**src/rtl/salu_pkg.sv**
```systemverilog
// salu_pkg: shared width default and operation codes for the simple ALU.
//   WIDTH      operand/result width (8).
//   OP_ADD..OP_DEC  operation select codes 4'h0..4'hB; 4'hC..4'hF are reserved.
package salu_pkg;

  localparam int WIDTH = 8;

  localparam logic [3:0] OP_ADD = 4'h0;
  localparam logic [3:0] OP_SUB = 4'h1;
  localparam logic [3:0] OP_AND = 4'h2;
  localparam logic [3:0] OP_OR  = 4'h3;
  localparam logic [3:0] OP_XOR = 4'h4;
  localparam logic [3:0] OP_NOT = 4'h5;
  localparam logic [3:0] OP_SHL = 4'h6;
  localparam logic [3:0] OP_SHR = 4'h7;
  localparam logic [3:0] OP_ROL = 4'h8;
  localparam logic [3:0] OP_ROR = 4'h9;
  localparam logic [3:0] OP_INC = 4'hA;
  localparam logic [3:0] OP_DEC = 4'hB;

endpackage

```
**src/rtl/salu_if.sv**
```systemverilog
// salu_if: bundles the ALU operand/select inputs and registered outputs.
//   operanda, operandb  operands A and B
//   mux                 operation select
//   result, carry, zero registered outputs
// master: the side driving operands (datapath / bench); slave: the ALU.
interface salu_if;
  import salu_pkg::*;

  logic [WIDTH-1:0] operanda;
  logic [WIDTH-1:0] operandb;
  logic [3:0]       mux;
  logic [WIDTH-1:0] result;
  logic             carry;
  logic             zero;

  modport master (
    output operanda, operandb, mux,
    input  result, carry, zero
  );

  modport slave (
    input  operanda, operandb, mux,
    output result, carry, zero
  );

endinterface

```
**src/rtl/salu_comb.sv**
```systemverilog
// salu_comb: purely combinational ALU core.
//   a, b    operands (b unused by the single-operand ops)
//   op      operation select
//   result  function result
//   carry   carry / borrow / shifted-out bit, 0 for logic and reserved ops
module salu_comb
  import salu_pkg::*;
(
  input  logic [WIDTH-1:0] a,
  input  logic [WIDTH-1:0] b,
  input  logic [3:0]       op,
  output logic [WIDTH-1:0] result,
  output logic             carry
);

  // One extra bit on add/sub: bit WIDTH is carry-out for ADD and, with
  // two's-complement subtraction, the borrow for SUB.
  logic [WIDTH:0] sum;
  logic [WIDTH:0] diff;

  assign sum  = {1'b0, a} + {1'b0, b};
  assign diff = {1'b0, a} - {1'b0, b};

  always_comb begin
    result = '0;
    carry  = 1'b0;
    case (op)
      OP_ADD: begin
        result = sum[WIDTH-1:0];
        carry  = sum[WIDTH];
      end
      OP_SUB: begin
        result = diff[WIDTH-1:0];
        carry  = diff[WIDTH];
      end
      OP_AND: result = a & b;
      OP_OR:  result = a | b;
      OP_XOR: result = a ^ b;
      OP_NOT: result = ~a;
      OP_SHL: begin
        result = {a[WIDTH-2:0], 1'b0};
        carry  = a[WIDTH-1];
      end
      OP_SHR: begin
        result = {1'b0, a[WIDTH-1:1]};
        carry  = a[0];
      end
      OP_ROL: begin
        result = {a[WIDTH-2:0], a[WIDTH-1]};
        carry  = a[WIDTH-1];
      end
      OP_ROR: begin
        result = {a[0], a[WIDTH-1:1]};
        carry  = a[0];
      end
      OP_INC: begin
        result = a + 1'b1;
        carry  = &a;
      end
      OP_DEC: begin
        result = a - 1'b1;
        carry  = ~|a;
      end
      default: begin
        result = '0;
        carry  = 1'b0;
      end
    endcase
  end

endmodule

```
**src/rtl/salu.sv**
```systemverilog
// salu: 8-bit simple ALU with a single registered output stage.
//   clk    rising-edge clock
//   rst_n  asynchronous active-low reset (clears result, carry, zero)
//   bus    salu_if.slave: operanda, operandb, mux in; result, carry, zero out
// A new operation is accepted every cycle; outputs reflect the inputs
// sampled at the most recent rising edge.
module salu
  import salu_pkg::*;
(
  input  logic  clk,
  input  logic  rst_n,
  salu_if.slave bus
);

  logic [WIDTH-1:0] comb_result;
  logic             comb_carry;

  logic [WIDTH-1:0] result_reg;
  logic             carry_reg;
  logic             zero_reg;

  salu_comb u_comb (
    .a      (bus.operanda),
    .b      (bus.operandb),
    .op     (bus.mux),
    .result (comb_result),
    .carry  (comb_carry)
  );

  // zero is computed from the value being loaded, so it tracks result in
  // the same cycle (including reserved ops, where result is forced to 0).
  always_ff @(posedge clk or negedge rst_n) begin
    if (!rst_n) begin
      result_reg <= '0;
      carry_reg  <= 1'b0;
      zero_reg   <= 1'b0;
    end else begin
      result_reg <= comb_result;
      carry_reg  <= comb_carry;
      zero_reg   <= (comb_result == '0);
    end
  end

  assign bus.result = result_reg;
  assign bus.carry  = carry_reg;
  assign bus.zero   = zero_reg;

endmodule

```
**src/flat_wrapper.sv**
```systemverilog
// flat-port wrapper written by rule: the top's interface ports become plain ports
module salu_flat import salu_pkg::*;
  (clk, rst_n, bus_operanda, bus_operandb, bus_mux, bus_result, bus_carry, bus_zero);
  salu_if bus_i ();
  input  logic clk;
  input  logic rst_n;
  input wire logic [$bits(bus_i.operanda)-1:0] bus_operanda;
  input wire logic [$bits(bus_i.operandb)-1:0] bus_operandb;
  input wire logic [$bits(bus_i.mux)-1:0] bus_mux;
  output wire logic [$bits(bus_i.result)-1:0] bus_result;
  output wire logic [$bits(bus_i.carry)-1:0] bus_carry;
  output wire logic [$bits(bus_i.zero)-1:0] bus_zero;
  assign bus_i.operanda = bus_operanda;
  assign bus_i.operandb = bus_operandb;
  assign bus_i.mux = bus_mux;
  assign bus_result = bus_i.result;
  assign bus_carry = bus_i.carry;
  assign bus_zero = bus_i.zero;
  salu u_core (.clk(clk), .rst_n(rst_n), .bus(bus_i));
endmodule
```
**config.mk**
```make
export PLATFORM = sky130hd
export DESIGN_NAME = salu_flat
export DESIGN_NICKNAME = d
export VERILOG_FILES = /design/src/rtl/salu_pkg.sv /design/src/rtl/salu_if.sv /design/src/rtl/salu_comb.sv /design/src/rtl/salu.sv /design/src/flat_wrapper.sv
export SDC_FILE = /design/constraint.sdc
export NUM_CORES = 1
export LEC_CHECK = 0
export BUFFER_PORTS_ARGS = -buffer_cell sky130_fd_sc_hd__buf_2
export CAP_MARGIN = 20
export CORE_MARGIN = 5
export CORE_UTILIZATION = 52
export CTS_CLUSTER_SIZE = 16
export DETAILED_ROUTE_END_ITERATION = 8
export GPL_TIMING_DRIVEN = 0
export PLACE_DENSITY = 0.78
export SLEW_MARGIN = 15
export SYNTH_ARGS = -nofsm -noshare
export SYNTH_HDL_FRONTEND = slang
export SYNTH_HIERARCHICAL = 1
export SYNTH_SLANG_ARGS = --single-unit
```
**constraint.sdc**
```tcl
create_clock -name clk -period 0.8 [get_ports clk]
set_input_delay 0.12 -clock clk [delete_from_list [all_inputs] [get_ports clk]]
set_output_delay 0.12 -clock clk [all_outputs]
set_load 0.03 [all_outputs]
```
==> impl_results.md, run 1 <==
- Final setup vio count: 20
- Die ar.: around 0.005 mm²
- DRC: 0
- Ys async rst share: 1.00
- Synth top cells by count: 25 x ha_1, 24 x inv_1, 22 x nor2_1
- Post-DP HPWL: roughly 4000 µm
- Antenna viol nets, final: 0
- Vias in the first global route: ~2300
- Outcome: finished, violations left
- GRT Total Usage: 0.272
- Worst Path Max Fanout: 4
- Placed instance count: between 300 and 400
- Max_cap viols: 0
- Post-synth top area cell: ha_1
- Final WS setup: -1.80 ns
- Root Driver: clkbuf_4
- Initial DRC Count: between 300 and 400
- Fin. max-slew vios: 0
- Row cnt: 21
- Setup Total Neg Slack: -12.15 ns
- Synth-to-Final Area Change: 55.1%
- Num CTS Buffers: 3
- Unique cell type count in the Yosys netlist: 54
- Most area-consuming cells after synthesis: ha_1 17%, dfrtp_1 13%, a21oi_1 5.3%, inv_1 4.8%, o21ai_0 4.5%
- DRT Pass-1 Iters: 5
- H-Tree Depth: 1
- CTS tree: yes
- Worst slew margin: 0.619
- WL/cell: just over 20 µm
- Total gr overflow: 0
- GP Congestion: between 0.9 and 1
- Syn nets: around 300
- CP required: 1.01 ns
- Leak: between 0.001 and 0.0015 µW
- Synth warnings: 6
- Final period utilization: 3.25
- Starting Density: 0.552
- Final Non-Filler Cells: 369
- Mapped Cells: around 250
- Largest net degree at the start of global routing: 11
- Total power: roughly 3000 µW
- Most frequent cell after synthesis: ha_1
- Crit Path Category: in -> reg
- WL final: 7580 µm
- PD cells: ~1000 mW/mm²
- Max Root-Sink Buffers: 2
- # nets final: 373
- Worst-Margin Slew: 0.567 ns
- Sequential fraction of the synthesis area: 0.133
- FMAX: 385 MHz
- Die W: approximately 70 µm
- Largest register FFs: 8
- #FFs+latches synth: 10
- Initial antenna violation count: 0
- Syn_area_per_cell: 7.49 µm²
- Register Area: between 200 and 300 µm²
- IO buf count: 31
- Max IR drop VDD: roughly 0.41 mV
- Core area: about 0.0034 mm²
- First-pass GRT wire length: between 10000 and 15000 µm
- Min-Delay Path Class: in -> reg
- Mapped Area: approximately 0.0019 mm²
- Ys flop type: dfrtp_1
- Diode count: 0
- # IOs: 32
- RSZ-0062 raised after global routing: true
- Final Hold Vio Count: 0
- Failing checks: negative setup slack
- Crit start category: input pin
- Multi-input logic area: approximately 0.0017 mm²
- Post-route cell area: roughly 0.0029 mm²
- Crit path DAT: around 2.8 ns
- EDFF count, synth: 0
- Post-route minimum period: around 2.6 ns
- Fraction of layout cells with a size suffix above 1: 0.402
- Fillers: between 150 and 200
- Clk sink count: 10
- Post-DR vias/cell: around 7
- Clk slew on worst S/H paths: about 0.06 ns
- Worst slack at placement: -2.11 ns
- Placed instance area: approximately 0.0022 mm²
- Die Y: 70.2 µm
- CP Capture Type: flop
- DR vias: 2567
- Yosys top cell area share: 0.166
==> area by class of cell <==
cell class              instances  area share
plain buffers                  11      0.0325
clock buffers                   4      0.0124
inverters                      24      0.0359
multi-input cells             205       0.597
flip-flops and latches         10      0.0855
well taps                      46      0.0197
repair buffers                 69       0.217
==> timing repair <==
| item | CTS | global route |
|---|---|---|
| gates resized for setup | 88 | 38 |
| hold endpoints to repair | 10 | 0 |
| hold buffers | 1 | 0 |
| buffers inserted | 33 | 13 |
| endpoints found under the setup margin | 20 | 20 |
| pin swaps | 19 | 13 |
==> logic make-up after synthesis <==
family                   synth area share
multiplexers                       0.0424
flip-flops                          0.133
XOR/XNOR                           0.0418
adder cells (fa/ha/maj)             0.187
AO/OA/AOI/OAI                       0.277
buffers and inverters              0.0849
AND/OR/NAND/NOR                     0.235
==> final timing paths <==
kind                                 start                    to  slack [ns]  cells after the start
max                             bus_mux[1]       u_core/bus.zero       -1.80                     13
min                        bus_operanda[4]  u_core/bus.result[5]        0.19                      3
max in group asynchronous            rst_n  u_core/bus.result[6]        0.40                      2
min in group asynchronous            rst_n  u_core/bus.result[2]        0.21                      2
==> cells in the final DEF (no fill, tap or decap), drive strengths merged, types with 7 or more instances in the layout <==
cell	instances
inv	24
ha	25
o21ai	18
mux2i	8
nor2	22
dfrtp	10
a21oi	20
o22ai	8
clkbuf	10
xnor2	8
nor3	8
nand2	15
buf	73
nand4	7
==> stage by stage <==
stage,util,hold WS (ns)
floorplan,-,-0.176
detailed placement,0.633,-0.0195
global placement,0.632,-0.0248
finish,0.857,0.189
CTS,0.815,0.205
global route,0.857,0.202
==> routing by layer <==
| metal | GRT usage | share of wire |
|---|---|---|
| met5 | 0 | 0 |
| met4 | 0.168 | 0.085 |
| met2 | 0.431 | 0.44 |
| met3 | 0.0459 | 0.13 |
| met1 | 0.338 | 0.35 |
==> report_power, final <==
group	total, µW	switching (µW)	internal [µW]	leakage (µW)
Clock	466	189	277	0.0000210
Sequential	602	29.7	572	0.000126
Combinational	1940	1060	875	0.00116
Total	3010	1280	1720	0.00131
==> worst max-delay path, cell delays in order <==
cell and delay (ns):
buf_8 0.10, buf_8 0.11, and4b_2 0.23, xnor2_2 0.14, ha_2 0.20, or4_4 0.50, or4_4 0.46, o31ai_4 0.08
xnor2_1 0.11, a22oi_2 0.14, nand3_2 0.12, or4_1 0.41, nor2_1 0.10
Note: power is estimated with default switching activity, not from simulation.
==> run 2, diff against run 1 <==
Settings changed: SETUP_SLACK_MARGIN set to 0.3.
==> impl_results.md, run 2 (synthesized netlist as in run 1, its figures left out) <==
- H-Tree Depth: 1
- Clock Power Share: 0.159
- Post-route minimum period: about 2.6 ns
- Final WS setup: -1.81 ns
- PD cells: roughly 1000 mW/mm²
- Total gr overflow: 0
- P_int: 1680 µW
- CP Capture Type: flop
- Core area: between 0.003 and 0.004 mm²
- Initial antenna violation count: 0
- Worst-Margin Slew: roughly 0.64 ns
- Failing checks: negative setup slack
- WL/cell: approximately 20 µm
- Starting Density: 0.552
- # IOs: 32
- Vias in the first global route: 2089
- Die ar.: approximately 0.0049 mm²
- Switching power: 1240 µW
- WL final: 7230 µm
- Initial DRC Count: between 300 and 400
- IO buf count: 31
- Leak: between 0.001 and 0.0015 µW
- Num CTS Buffers: 3
- Die W: 70.2 µm
- Largest net degree at the start of global routing: 12
- Combinational Power Share: 0.631
- Critical Path, Cell by Cell: buf_8 -> buf_8 -> and4b_2 -> xnor2_2 -> ha_2 -> or4_4 -> or4_4 -> o31ai_4 -> xnor2_2 -> a22oi_2 -> nand3_2 -> or4_1 -> nor2_1
- Fin. max-slew vios: 0
- Crit path DAT: around 2.8 ns
- Outcome: finished, violations left
- CP required: between 1 and 1.5 ns
- # nets final: between 300 and 400
- First-pass GRT wire length: 9820 µm
- DRC: 0
- Switch share: 0.424
- DRT Pass-1 Iters: 5
- Crit Path Category: in -> reg
- Final period utilization: 3.27
- Largest register FFs: 8
- Sequential power share: 0.210
- Worst path top cell family by delay: simple AND/OR/NAND/NOR gates
- Worst slew margin: 0.572
- DR vias: 2440
- FMAX: about 380 MHz
- Clk sink count: 10
- Most frequent cells in the layout: 22 x buf_6, 22 x nor2_1, 21 x buf_4
- Max_cap viols: 0
- Min-Delay Path Class: in -> reg
- Post-DR vias/cell: slightly below 7
- Die Y: 70.2 µm
- Worst Path Buf+Inv: 2
- Final setup vio count: 20
- Final Hold Vio Count: 0
- Fraction of layout cells with a size suffix above 1: 0.413
- Worst Path Max Fanout: 2
- Crit-path slowest cell: or4_4
- Diode count: 0
- RSZ-0062 raised after global routing: true
- Antenna viol nets, final: 0
- Row cnt: 21
- Post-DP HPWL: between 4000 and 5000 µm
- GP Congestion: 0.932
- Root Driver: clkbuf_4
- Max IR drop VDD: roughly 0.42 mV
- CTS tree: yes
- Max Root-Sink Buffers: 2
- Total power: approximately 2900 µW
- Worst slack at placement: -2.12 ns
- Synth-to-Final Area Change: 51.3%
- GRT Total Usage: 0.241
- Fillers: between 150 and 200
- Slowest stage delay, CP: a little over 0.5 ns
- Crit start category: input pin
- Clk slew on worst S/H paths: ~0.06 ns
## run 2: cell types whose count changed in the layout (fill, tap and decap cells not counted), moves of 3 or more
cell and change:
nor2_1 +3, buf_4 -6, dfrtp_1 -9, dfrtp_2 +9
clkbuf_4 +3, buf_6 -6, nor2_2 -3
## run 2: worst paths after layout
| kind | depth (start not counted) | start | to | slack (ns) |
|---|---|---|---|---|
| max | 13 | bus_mux[1] | u_core/bus.zero | -1.81 |
| min | 3 | bus_operanda[4] | u_core/bus.result[5] | 0.13 |
| max in group asynchronous | 2 | rst_n | u_core/bus.carry | 0.41 |
| min in group asynchronous | 2 | rst_n | u_core/bus.result[1] | 0.24 |
## run 2: layout make-up
type	instances	area (µm²)	area share
flip-flops and latches	10	262	0.0916
clock buffers	4	36.3	0.0127
inverters	24	103	0.0359
well taps	46	57.6	0.0202
plain buffers	13	111	0.0390
multi-input cells	205	1740	0.610
repair buffers	59	543	0.190
## run 2: metal layers
metal,part of all wire,wire length (µm),global-route usage
met1,0.35,2530,0.296
met2,0.47,3360,0.416
met3,0.11,826,0.0344
met4,0.070,503,0.102
met5,0,0,0
## run 2: power groups by stage
stage | sequential, µW | combinational (µW) | clock, µW
2_1_floorplan | 751 | 752 | 0
4_1_cts | 612 | 1540 | 457
6_report | 613 | 1840 | 463
5_1_grt | 623 | 1930 | 478
3_3_place_gp | 602 | 1250 | 0
3_5_place_dp | 604 | 1270 | 0
## run 2: repair_timing
action                                  4_1_cts  5_1_grt
endpoints found under the setup margin       20       30
resized for setup                            74       45
setup buffers                                14       13
gates cloned                                  0        0
endpoints found under the hold margin        10        0
hold buffers                                  1        0
pin swaps                                    16       18
## run 2: stage by stage
step	util	setup TNS [ns]	cell area, µm²	std cells	hold WS [ns]
finish	0.836	-11.33	2860	361	0.131
floorplan	-	-9.15	1960	252	-0.176
detailed placement	0.637	-13.26	2170	329	-0.0180
global placement	0.635	-13.40	2170	329	-0.0247
CTS	0.755	-10.45	2580	348	0.168
global route	0.836	-11.97	2860	361	0.137
==> run 3, diff against run 2 <==
Settings changed: ABC_CLOCK_PERIOD_IN_PS set to 800, REMOVE_ABC_BUFFERS set to 1.
==> impl_results.md, run 3 (synthesized netlist as in run 1, its figures left out) <==
- Outcome: finished, violations left
- Failing checks: negative setup slack
- DRT Pass-1 Iters: 6
- WL/cell: 19.5 µm
- WL final: 6680 µm
- Crit Path Category: in -> reg
- Most frequent cells in the layout: 22 x nor2_1, 21 x buf_4, 21 x inv_1
- Max_cap viols: 0
- Cell mode on critical path: or4_4
- Core area: roughly 0.0034 mm²
- Post-route minimum period: 2.47 ns
- Min-Delay Path Class: in -> reg
- Max Root-Sink Buffers: 2
- Starting Density: 0.552
- Crit start category: input pin
- First-pass GRT wire length: 9470 µm
- Max IR drop VDD: around 0.43 mV
- Total gr overflow: 0
- RSZ-0062 raised after global routing: true
- Initial antenna violation count: 0
- FMAX: between 400 and 500 MHz
- CP Capture Type: flop
- Critical Path, Cell by Cell: buf_12 -> and4b_2 -> xnor2_2 -> ha_2 -> or4_4 -> or4_4 -> o31ai_4 -> xnor2_1 -> a22oi_2 -> nand3_2 -> or4_1 -> nor2_1
- Worst-Margin Slew: 0.575 ns
- Slowest stage delay, CP: a little under 0.5 ns
- Root Driver: clkbuf_4
- Die Y: ~70 µm
- Worst Path Max Fanout: 2
- Post-DR vias/cell: 6.84
- Final period utilization: 3.09
- Synth-to-Final Area Change: 41.8%
- Final Hold Vio Count: 0
- DR vias: 2347
- CP required: 1.00 ns
- GRT Total Usage: 0.231
- Diode count: 0
- Die ar.: a little under 0.005 mm²
- Placed instance count: between 300 and 400
- Num CTS Buffers: 3
- Crit path DAT: 2.67 ns
- H-Tree Depth: 1
- Largest net degree at the start of global routing: 18
- DRC: 0
- Initial DRC Count: about 420
- Final WS setup: -1.67 ns
- Die W: roughly 70 µm
- Largest register FFs: 8
- Vias in the first global route: about 2000
- Clk sink count: 10
- Clk slew on worst S/H paths: 0.06 ns
- Final Non-Filler Cells: between 300 and 400
- PD cells: slightly above 1000 mW/mm²
- Worst slack at placement: -2.43 ns
- Post-DP HPWL: roughly 3900 µm
- Final setup vio count: 20
- Fin. max-slew vios: 0
- Fraction of layout cells with a size suffix above 1: 0.327
- Commonest non-fill, non-tap cell in the layout: nor2_1
- # nets final: between 300 and 400
- Crit-path slowest cell: or4_4
- # IOs: 32
- Worst slew margin: 0.615
- Hold depth: 2
- Row cnt: 21
- CTS tree: yes
- Antenna viol nets, final: 0
- IO buf count: 31
- GP Congestion: between 0.9 and 1
- Leak: 0.00119 µW
- Fillers: around 220
## run 3: path summary, 6_finish.rpt
| check | startpoint | endpoint |
|---|---|---|
| max in group asynchronous | rst_n | u_core/bus.result[2] |
| worst min-delay path | bus_operanda[1] | u_core/bus.result[0] |
| min in group asynchronous | rst_n | u_core/bus.zero |
| worst max-delay path | bus_mux[3] | u_core/bus.zero |
## run 3: where the power goes
| part | leakage (µW) | total, µW | switching [µW] | internal [µW] |
|---|---|---|---|---|
| combinational | 0.00104 | 1720 | 954 | 762 |
| clock | 0.0000210 | 450 | 173 | 277 |
| sequential | 0.000126 | 601 | 28.8 | 572 |
## run 3: routing by layer
layer  vias up  routed length [µm]  track usage
li1       1011                   -            -
met5         -                   0            0
met1      1086                2380        0.296
met2       208                3190        0.389
met3        42                 782       0.0187
met4         0                 326        0.109
## run 3: worst max-delay path, delay by kind of cell
| kind | cells | cell delay [ns] |
|---|---|---|
| compound gates | 2 | 0.22 |
| xor+xnor | 2 | 0.24 |
| fa+ha+maj | 1 | 0.18 |
| buf+inv | 1 | 0.10 |
| simple gates | 6 | 1.82 |
## run 3: repair_timing
item	CTS	global route
setup buffers	9	11
setup endpoints to repair	20	20
hold buffers	1	0
resized for setup	73	37
pin swaps	10	19
gates cloned	1	0
hold endpoints to repair	10	0
## run 3: stage by stage
stage	cell area [µm²]	power (µW)	util	hold slack [ns]	TNS (ns)
2_1_floorplan	1820	1380	-	-0.176	-8.86
3_3_place_gp	2030	1750	0.594	-0.0246	-14.96
3_5_place_dp	2030	1770	0.594	-0.0191	-15.02
4_1_cts	2450	2520	0.718	0.194	-10.29
5_1_grt	2680	2890	0.783	0.191	-10.71
6_report	2680	2770	0.783	0.187	-10.06
## run 3: layout make-up
cell class              count  area [µm²]  share of cell area
flip-flops and latches     10         250              0.0935
multi-input cells         205        1690               0.631
inverters                  24         103              0.0384
repair buffers             54         541               0.202
clock buffers               4        36.3              0.0136
well taps                  46        57.6              0.0215
